$ cat config.mk
export PLATFORM = sky130hd
export DESIGN_NAME = shift_reg_xfer
export DESIGN_NICKNAME = d
export VERILOG_FILES = /design/src/rtl/shift_reg_pkg.sv /design/src/rtl/shift_reg_align.sv /design/src/rtl/shift_reg_xfer.sv
export SDC_FILE = /design/constraint.sdc
export NUM_CORES = 1
export LEC_CHECK = 0
export ABC_AREA = 0
export CORE_MARGIN = 5
export CORE_UTILIZATION = 59
export DETAILED_ROUTE_END_ITERATION = 12
export GPL_TIMING_DRIVEN = 1
export PLACE_DENSITY = 0.88
export SLEW_MARGIN = 0
export SYNTH_ARGS = -nofsm -noshare
export SYNTH_HDL_FRONTEND = slang
export SYNTH_HIERARCHICAL = 1
export SYNTH_SLANG_ARGS = --single-unit
$ cat constraint.sdc
create_clock -name clk_i -period 4.3 [get_ports clk_i]
set_input_delay 0.86 -clock clk_i [delete_from_list [all_inputs] [get_ports clk_i]]
set_output_delay 0.86 -clock clk_i [all_outputs]
set_load 0.01 [all_outputs]
$ cat src/rtl/shift_reg_pkg.sv
// Shared constants, state encoding and lane-count helper for the frame shifter.
package shift_reg_pkg;

  localparam logic [1:0] SHIFT_REG_MODE_X1 = 2'd0;
  localparam logic [1:0] SHIFT_REG_MODE_X2 = 2'd1;
  localparam logic [1:0] SHIFT_REG_MODE_X4 = 2'd2;

  typedef enum logic [1:0] {
    IDLE  = 2'd0,
    SHIFT = 2'd1,
    DONE  = 2'd2
  } shift_reg_xfer_state_e;

  // Modes the build cannot support (or the reserved code) fall back to one lane.
  function automatic logic [2:0] shift_reg_lanes(input logic [1:0] mode, input int unsigned lane_num);
    logic [2:0] lanes;
    lanes = 3'd1;
    if (mode == SHIFT_REG_MODE_X2 && lane_num >= 2) lanes = 3'd2;
    if (mode == SHIFT_REG_MODE_X4 && lane_num >= 4) lanes = 3'd4;
    return lanes;
  endfunction

endpackage

$ cat src/rtl/shift_reg_align.sv
// Right-justifies and masks the received frame bits out of the shift register image.
module shift_reg_align
  import shift_reg_pkg::*;
#(
  parameter int unsigned DATA_WIDTH = 32,
  parameter int unsigned LEN_WIDTH  = $clog2(DATA_WIDTH)
) (
  input  logic [DATA_WIDTH-1:0] data,
  input  logic [LEN_WIDTH:0]    bits,
  input  logic                  lsb_first,
  output logic [DATA_WIDTH-1:0] data_c
);

  localparam int unsigned BW = LEN_WIDTH + 1;

  logic [BW-1:0] pad;

  // LSB-first frames land in the top bits; MSB-first frames land in the bottom bits.
  always_comb begin
    pad = BW'(DATA_WIDTH) - bits;
    if (lsb_first) data_c = data >> pad;
    else           data_c = data & ({DATA_WIDTH{1'b1}} >> pad);
  end

endmodule

$ cat src/rtl/shift_reg_xfer.sv
// Multi-lane full-duplex frame shifter: parallel load, serial shift out/in, parallel return.
module shift_reg_xfer
  import shift_reg_pkg::*;
#(
  parameter int unsigned DATA_WIDTH = 32,
  parameter int unsigned LANE_NUM   = 4,
  parameter int unsigned LEN_WIDTH  = $clog2(DATA_WIDTH)
) (
  input  logic                  clk_i,
  input  logic                  rst_i,
  input  logic [1:0]            mode_i,
  input  logic                  lsb_first_i,
  input  logic [LEN_WIDTH-1:0]  len_i,
  input  logic                  sft_en_i,
  input  logic                  abort_i,
  input  logic                  par_valid_i,
  output logic                  par_ready_o,
  input  logic [DATA_WIDTH-1:0] par_data_i,
  output logic                  par_valid_o,
  input  logic                  par_ready_i,
  output logic [DATA_WIDTH-1:0] par_data_o,
  input  logic [LANE_NUM-1:0]   ser_dat_i,
  output logic [LANE_NUM-1:0]   ser_dat_o,
  output logic                  ser_oe_o,
  output logic                  busy_o
);

  localparam int unsigned DW = DATA_WIDTH;
  localparam int unsigned BW = LEN_WIDTH + 1;

  shift_reg_xfer_state_e state_q, state_d;

  logic [DW-1:0] sr_q, sr_d, sr_shift, rx_aligned, par_data_q, par_data_d;
  logic [BW-1:0] cnt_q, cnt_d, bits_q, bits_d, beats_q, beats_d;
  logic [BW-1:0] len_ext, bits_in, beats_in;
  logic [2:0]    lanes_q, lanes_d, lanes_in;
  logic          lsb_q, lsb_d;
  logic          par_ready_q, par_ready_d, par_valid_q, par_valid_d;
  logic          ser_oe_q, ser_oe_d, busy_q, busy_d;
  logic [3:0]    din4, dout4;

  // Frame geometry from the live configuration inputs, captured on acceptance.
  always_comb begin
    len_ext  = BW'(len_i);
    lanes_in = shift_reg_lanes(mode_i, LANE_NUM);
    case (lanes_in)
      3'd2: begin
        bits_in  = (len_ext | BW'(1)) + BW'(1);
        beats_in = bits_in >> 1;
      end
      3'd4: begin
        bits_in  = (len_ext | BW'(3)) + BW'(1);
        beats_in = bits_in >> 2;
      end
      default: begin
        bits_in  = len_ext + BW'(1);
        beats_in = bits_in;
      end
    endcase
  end

  // Current transmit beat and the register image after one beat.
  always_comb begin
    din4     = 4'(ser_dat_i);
    dout4    = '0;
    sr_shift = sr_q;
    case ({lsb_q, lanes_q})
      {1'b0, 3'd2}: begin
        dout4    = {2'b00, sr_q[DW-1 -: 2]};
        sr_shift = {sr_q[DW-3:0], din4[1:0]};
      end
      {1'b0, 3'd4}: begin
        dout4    = sr_q[DW-1 -: 4];
        sr_shift = {sr_q[DW-5:0], din4};
      end
      {1'b1, 3'd1}: begin
        dout4    = {3'b000, sr_q[0]};
        sr_shift = {din4[0], sr_q[DW-1:1]};
      end
      {1'b1, 3'd2}: begin
        dout4    = {2'b00, sr_q[1:0]};
        sr_shift = {din4[1:0], sr_q[DW-1:2]};
      end
      {1'b1, 3'd4}: begin
        dout4    = sr_q[3:0];
        sr_shift = {din4, sr_q[DW-1:4]};
      end
      default: begin
        dout4    = {3'b000, sr_q[DW-1]};
        sr_shift = {sr_q[DW-2:0], din4[0]};
      end
    endcase
  end

  shift_reg_align #(
    .DATA_WIDTH(DW),
    .LEN_WIDTH (LEN_WIDTH)
  ) u_align (
    .data     (sr_shift),
    .bits     (bits_q),
    .lsb_first(lsb_q),
    .data_c   (rx_aligned)
  );

  // Next state and next registered outputs.
  always_comb begin
    state_d    = state_q;
    sr_d       = sr_q;
    cnt_d      = cnt_q;
    bits_d     = bits_q;
    beats_d    = beats_q;
    lanes_d    = lanes_q;
    lsb_d      = lsb_q;
    par_data_d = par_data_q;
    case (state_q)
      IDLE: begin
        if (par_valid_i && !abort_i) begin
          state_d = SHIFT;
          sr_d    = par_data_i;
          cnt_d   = '0;
          lanes_d = lanes_in;
          lsb_d   = lsb_first_i;
          bits_d  = bits_in;
          beats_d = beats_in;
        end
      end
      SHIFT: begin
        if (abort_i) begin
          state_d    = IDLE;
          cnt_d      = '0;
          par_data_d = '0;
        end else if (sft_en_i) begin
          sr_d  = sr_shift;
          cnt_d = cnt_q + BW'(1);
          if (cnt_q == beats_q - BW'(1)) begin
            state_d    = DONE;
            par_data_d = rx_aligned;
          end
        end
      end
      DONE: begin
        if (abort_i) begin
          state_d    = IDLE;
          par_data_d = '0;
        end else if (par_ready_i) begin
          state_d = IDLE;
        end
      end
      default: state_d = IDLE;
    endcase
    par_ready_d = (state_d == IDLE);
    par_valid_d = (state_d == DONE);
    ser_oe_d    = (state_d == SHIFT);
    busy_d      = (state_d != IDLE);
  end

  always_ff @(posedge clk_i) begin
    if (rst_i) state_q <= IDLE;
    else       state_q <= state_d;
  end

  always_ff @(posedge clk_i) begin
    if (rst_i) begin
      sr_q        <= '0;
      cnt_q       <= '0;
      bits_q      <= '0;
      beats_q     <= '0;
      lanes_q     <= 3'd1;
      lsb_q       <= 1'b0;
      par_data_q  <= '0;
      par_ready_q <= 1'b1;
      par_valid_q <= 1'b0;
      ser_oe_q    <= 1'b0;
      busy_q      <= 1'b0;
    end else begin
      sr_q        <= sr_d;
      cnt_q       <= cnt_d;
      bits_q      <= bits_d;
      beats_q     <= beats_d;
      lanes_q     <= lanes_d;
      lsb_q       <= lsb_d;
      par_data_q  <= par_data_d;
      par_ready_q <= par_ready_d;
      par_valid_q <= par_valid_d;
      ser_oe_q    <= ser_oe_d;
      busy_q      <= busy_d;
    end
  end

  assign par_ready_o = par_ready_q;
  assign par_valid_o = par_valid_q;
  assign par_data_o  = par_data_q;
  assign ser_oe_o    = ser_oe_q;
  assign busy_o      = busy_q;
  assign ser_dat_o   = ser_oe_q ? LANE_NUM'(dout4) : '0;

endmodule

Word level (Yosys, flattened, before mapping)
Index checks and enable logic that the tools add are counted.
{ "classes": {"shifts": 2, "eq_ne": 20, "reduce_logical": 11, "n_mux": 28, "magnitude_cmp": 0, "multipliers": 0, "div_mod_pow": 0, "bitwise": 1, "addsub": 6} }
{ "op_table": {"columns": ["op", "n"], "rows": [
  ["32-bit two-way mux", 8],
  ["32-bit case mux with 5 select lines", 1],
  ["32-bit case mux with 2 select lines", 2],
  ["6-bit case mux with 2 select lines", 3],
  ["32-bit AND", 1],
  ["32-bit by 6-bit >> shifter with 32-bit output", 1],
  ["32-bit by 6-bit >> shifter with 32-bit output (first input constant)", 1],
  ["4-bit case mux with 5 select lines", 1],
  ["5-bit by 1-bit adder with 6-bit output (second input constant)", 3],
  ["6-bit two-way mux", 3],
  ["2-bit two-way mux", 7],
  ["4-bit equality test (second input constant)", 3],
  ["2-bit != test (second input constant)", 4],
  ["4-bit AND reduction", 2],
  ["6-bit by 1-bit adder with 6-bit output (second input constant)", 1],
  ["2-bit by 1-bit equality test with 1-bit output (second input constant)", 3],
  ["2-bit equality test (second input constant)", 3],
  ["6-bit equality test", 1],
  ["3-bit != test (second input constant)", 2],
  ["2-bit case mux with 3 select lines", 1],
  ["2-bit nonzero test", 3],
  ["6-bit by 1-bit subtractor with 6-bit output (second input constant)", 1],
  ["6-bit subtractor (first input constant)", 1],
  ["4-bit by 2-bit equality test with 1-bit output (second input constant)", 1],
  ["other kinds (10)", 11]
]} }
{ "word_totals": {"rom_bits": 0, "mem_bits_rw": 0, "memories": 0, "latch_bits": 0, "reg_bits": 92} }

Longest topological paths before layout
{ "logic_depth": {"ltp_word": 8, "mapped_depth": 15} }

Cells and area by module
Netlist, hierarchy kept.
{ "modules_own_cells": {"columns": ["mod", "n_inst", "area_each_um2", "cells_each"], "rows": [
  ["shift_reg_xfer", 1, 6284.8, 774],
  ["shift_reg_align", 1, 2790.2, 300]
]} }

Worst setup path before layout
OpenSTA, ideal clock, no wires.
{ "synth_path": {"path_type": "register to register", "start": "register lsb_q", "end": "register par_data_q[4] (netlist: par_data_o[4])", "setup_time_ps": 118, "required_time_ps": 4182, "arrival_ps": 2872, "path_buffers": 2, "period_less_slack_ps": 2990, "path_stages_with_launch": 13, "path_slack_ps": 1310, "cell_sequence": "dfxtp_1 > buf_4 > buf_4 > mux2_1 > a22oi_1 > o211ai_1 > o21a_1 > mux4_1 > mux2_4 > a221oi_2 > a2111oi_2 > nand2_1 > mux2i_1"} }
{ "synth_via": {"elab_chain_cells": 8, "elab_cells_between_ends": 13, "cone_classes": "eq/ne: 5; shift: 1; mux: 6; bitwise: 1"} }
{ "synth_rtl": {"columns": ["item", "line", "source"], "rows": [
  ["from (decl)", "shift_reg_xfer.sv:37", "logic lsb_q, lsb_d;"],
  ["from (signal assigned)", "shift_reg_xfer.sv:181", "lsb_q <= lsb_d;"],
  ["4-bit equality test, or another cell as far along", "shift_reg_xfer.sv:67", "case ({lsb_q, lanes_q})"],
  ["32-bit case mux with 5 select lines *", "shift_reg_xfer.sv:67", null],
  ["net sr_shift[22]", "shift_reg_xfer.sv:33", "logic [DW-1:0] sr_q, sr_d, sr_shift, rx_aligned, par_data_q, par_data_d;"],
  ["32-bit by 6-bit >> shifter with 32-bit output *", "shift_reg_align.sv:21", "if (lsb_first) data_c = data >> pad;"],
  ["32-bit two-way mux *", "shift_reg_align.sv:21", null],
  ["net rx_aligned[4]", "shift_reg_xfer.sv:33", null],
  ["32-bit two-way mux *", "shift_reg_xfer.sv:135", "if (cnt_q == beats_q - BW'(1)) begin"],
  ["32-bit two-way mux *", "shift_reg_xfer.sv:132", "end else if (sft_en_i) begin"],
  ["32-bit two-way mux *", "shift_reg_xfer.sv:128", "if (abort_i) begin"],
  ["32-bit case mux with 2 select lines *", "shift_reg_xfer.sv:115", "case (state_q)"],
  ["to (signal assigned)", "shift_reg_xfer.sv:182", "par_data_q <= par_data_d;"],
  ["to (decl)", "shift_reg_xfer.sv:33", null]
]} }
The timed path passes the listed nets; every way through them passes the cells marked *. The select of a mux whose other input is x is not followed.
A chain may end at the register's enable or synchronous reset.

Worst setup path in the final report
{ "layout_path": {"start": "register lanes_q[2]", "end": "register par_data_q[1] (netlist: par_data_o[1])"} }
{ "layout_via": {"elab_chain_cells": 8, "elab_cells_between_ends": 13, "cone_classes": "eq/ne: 5; shift: 1; mux: 6; bitwise: 1"} }
{ "layout_rtl": {"columns": ["item", "line", "source"], "rows": [
  ["from (decl)", "shift_reg_xfer.sv:36", "logic [2:0] lanes_q, lanes_d, lanes_in;"],
  ["from (signal assigned)", "shift_reg_xfer.sv:180", "lanes_q <= lanes_d;"],
  ["4-bit equality test, or another cell as far along", "shift_reg_xfer.sv:67", null],
  ["32-bit case mux with 5 select lines *", "shift_reg_xfer.sv:67", null],
  ["net sr_shift[30]", "shift_reg_xfer.sv:33", null],
  ["32-bit by 6-bit >> shifter with 32-bit output *", "shift_reg_align.sv:21", null],
  ["32-bit two-way mux *", "shift_reg_align.sv:21", null],
  ["net rx_aligned[1]", "shift_reg_xfer.sv:33", null],
  ["32-bit two-way mux *", "shift_reg_xfer.sv:135", null],
  ["32-bit two-way mux *", "shift_reg_xfer.sv:132", null],
  ["32-bit two-way mux *", "shift_reg_xfer.sv:128", null],
  ["32-bit case mux with 2 select lines *", "shift_reg_xfer.sv:115", null]
]} }
Marked as above.

==> impl_metrics.yaml <==
timing:
  hold_slack_ns: 0.4571
  finalHoldViolations: 0
  worst_pin_slew_ns: 0.9071
  fmax_ghz: 0.2636
  rsz0062_at_grt: "no"
  skew_ns: 0.009946
  maxSlewHeadroom: 0.3926
  fin_tns_setup_ns: 0
  period_share: 0.8821
  fin_crit_ns: 3.793
  slew_violations: 0
  finalSetupViolCount: 0
clock_network:
  cts_tree: "yes"
  ctsResizeCount: 0
  hold_buffers: 0
  clk_pin_slew_ns: 0.07
  clock_latency_ns: 0.36
  clock-sinks: 92
  cts_setup_buffers: 0
  cts-buffers-inserted: 9
  clockRootBuffer: "clkbuf_16"
  htreeDepth: 3
  clockBufferDepth: 2
detailed_routing:
  routedWlPerCell_um: 22.67
  via_count: 9192
  drtIter0Drc: 1345
  drc_errors: 0
  wl_mm: 29.00
  postRouteAntennaNets: 0
  first_pass_iters: 5
  vias_per_cell: 7.187
yosys:
  netlist.area_leader.share: 0.2030
  netlist.top_cell.by_area: "dfxtp_1"
  synth_compound_area_frac: 0.2850
  netlist_instances: 1074
  synth_edf_count: 0
  ys_top_cells_by_count: "135 x nand2_1, 92 x dfxtp_1, 76 x nor2_1"
  synth_fp_nets: 1136
  synth.most_common_cell: "nand2_1"
  synth.distinct_cells: 102
  synth.avg_cell_area_um2: 8.450
  synth_seq_area_share: 0.2030
  synth-seq-cells: 92
  synth_area_um2: 9075
  synthXorXnorAreaFrac: 0.02399
  synth_fa_ha_area_frac: 0.01654
  synthSimpleGateAreaFrac: 0.1892
  async_reset_ff_frac: 0
  yosysWarnings: 6
  synth_mux_area_frac: 0.1950
  ys.flop_type: "dfxtp_1"
  ys_top_cells_by_area: "dfxtp_1 20%, mux2i_1 6.8%, mux4_1 6.7%"
  synth_top_family_by_area: "compound AO/OA/AOI/OAI gates"
critical_path:
  cp.required_ns: 4.59
  cp-start-kind: "flip-flop"
  crit_type: "reg -> reg"
  cp.arrival_ns: 4.08
  crit_path_end_kind: "flip-flop"
  crit_path_max_fanout: 13
min_path:
  hp-class: "reg -> reg"
final_layout:
  layoutNonFillerInstCount: 1279
  nets: 1148
  layout-drive-gt1-share: 0.1137
  utilization: 0.6639
  antenna-diode-count: 0
  syn_to_final_growth_pct: 10.80
floorplanning:
  ios: 90
  start_util: 0.5992
  fp.dieArea_um2: 17960
  die_w_um: 134.0
  rows: 45
  die_h_um: 134.0
  core_region_area_um2: 15150
placement:
  numPortBuffers: 89
  gp_congestion: 1.046
  placedCellCount: 1263
  dp_hpwl_mm: 20.62
power_and_ir_drop:
  p_int_w: 0.001759
  leakage_nw: 3.644
  ir_drop_mv: 0.1883
  seqPwrFrac: 0.340
  p_comb_frac: 0.377
  p_clk_frac: 0.283
  power.switching_w: 0.001089
  power.density_nw_per_um2: 283.2
  swShare: 0.3823
run:
  drv_cap: 0
global_routing:
  grt_max_degree: 66
  antenna_found_initial: 0
  first_global_vias: 8309
  grt_usage: 0.3136
  grt_pass1_wl_mm: 45.92
  grt_overflow: 0
status:
  status: "finished, final reports clean"
[registers in the layout, indices dropped and copies added, names as in the netlist]
name         flops
par_ready_o      1
lsb_q            1
ser_oe_o         1
busy_o           1
par_valid_o      1
bits_q           6
sr_q            32
par_data_o      32
state_q          2
lanes_q          3
beats_q          6
cnt_q            6
[final cells by class]
type | instances | area (um^2)
Clock buffer | 11 | 252.7
Clock inverter | 5 | 42.54
Fill cell | 1293 | 5091
Inverter | 18 | 67.56
Multi-Input combinational cell | 843 | 6464
Sequential cell | 92 | 1847
Tap cell | 188 | 235.2
Timing Repair Buffer | 122 | 1146
[through the flow]
| stage | setup slack [ns] | total power, W | instance area [um^2] |
|---|---|---|---|
| 2_1_floorplan | 1.310 | 0.001738 | 9075 |
| 3_3_place_gp | 0.6518 | 0.002008 | 9759 |
| 3_5_place_dp | 0.6264 | 0.002012 | 9759 |
| 4_1_cts | 0.6513 | 0.002815 | 10050 |
| 5_1_grt | 0.2915 | 0.002954 | 10050 |
| 6_report | 0.5070 | 0.002847 | 10050 |
[power by group through the flow]
| stage | logic [W] | clock network (W) | registers, W |
|---|---|---|---|
| floorplan | 0.000805 | 0 | 0.000933 |
| global placement | 0.00103 | 0 | 0.000981 |
| detailed placement | 0.00103 | 0 | 0.000981 |
| CTS | 0.00104 | 0.000814 | 0.000962 |
| global route | 0.00113 | 0.000851 | 0.000971 |
| finish | 0.00107 | 0.000807 | 0.000967 |
[critical path, cell delays in order (launching register included)]
cell and delay (ns):
dfxtp_1 0.68, nor3b_2 0.80, a32oi_1 0.22, a21oi_1 0.49, mux2_2 0.25, a21oi_1 0.16, o211a_1 0.30, or2_2 0.31
a2111oi_2 0.30, nand2_1 0.09, mux2i_1 0.12
[logic make-up after synthesis]
logic type,after synthesis
buffers and inverters,139
AOI/OAI and AO/OA,346
and+or+nand+nor,342
xor gates and xnor gates,24
adders and majority gates,12
muxes,119
DFF,92
[layout by cell type (no fill, tap or decap), drive strengths merged, types with 4 or more instances in the layout]
cell,instances
a211oi,10
a21o,4
a21oi,49
a22oi,42
a311oi,40
a31oi,4
a32oi,11
and2,4
buf,34
clkbuf,11
clkdlybuf4s50,88
dfxtp,92
ha,12
inv,19
mux2,20
mux2i,62
mux4,37
nand2,137
nand2b,12
nand3,11
nand4,10
nor2,78
nor2b,34
nor3,19
nor3b,10
nor4,4
o2111ai,4
o211ai,19
o21a,9
o21ai,37
o221ai,24
o22a,22
o22ai,22
o2bb2ai,20
or2,4
xnor2,12
xor2,12
[final timing paths]
path | start | endpoint | slack, ns | cells past startpoint
worst min-delay path | par_data_o[17] | par_data_o[17] | 0.46 | 2
worst max-delay path | lanes_q[2] | par_data_o[1] | 0.51 | 10
worst max register to register | lanes_q[2] | par_data_o[1] | 0.51 | 10
worst min register to register | par_data_o[17] | par_data_o[17] | 0.46 | 2
[metal layers]
layer | global-route usage | vias up | routed length (um)
met1 | 0.4312 | 4376 | 11750
met4 | 0.1143 | 0 | 1099
met3 | 0.04651 | 94 | 2842
li1 | - | 4158 | -
met5 | 0 | - | 0
met2 | 0.5031 | 564 | 13310
Note: power is estimated with default switching activity, not from simulation.
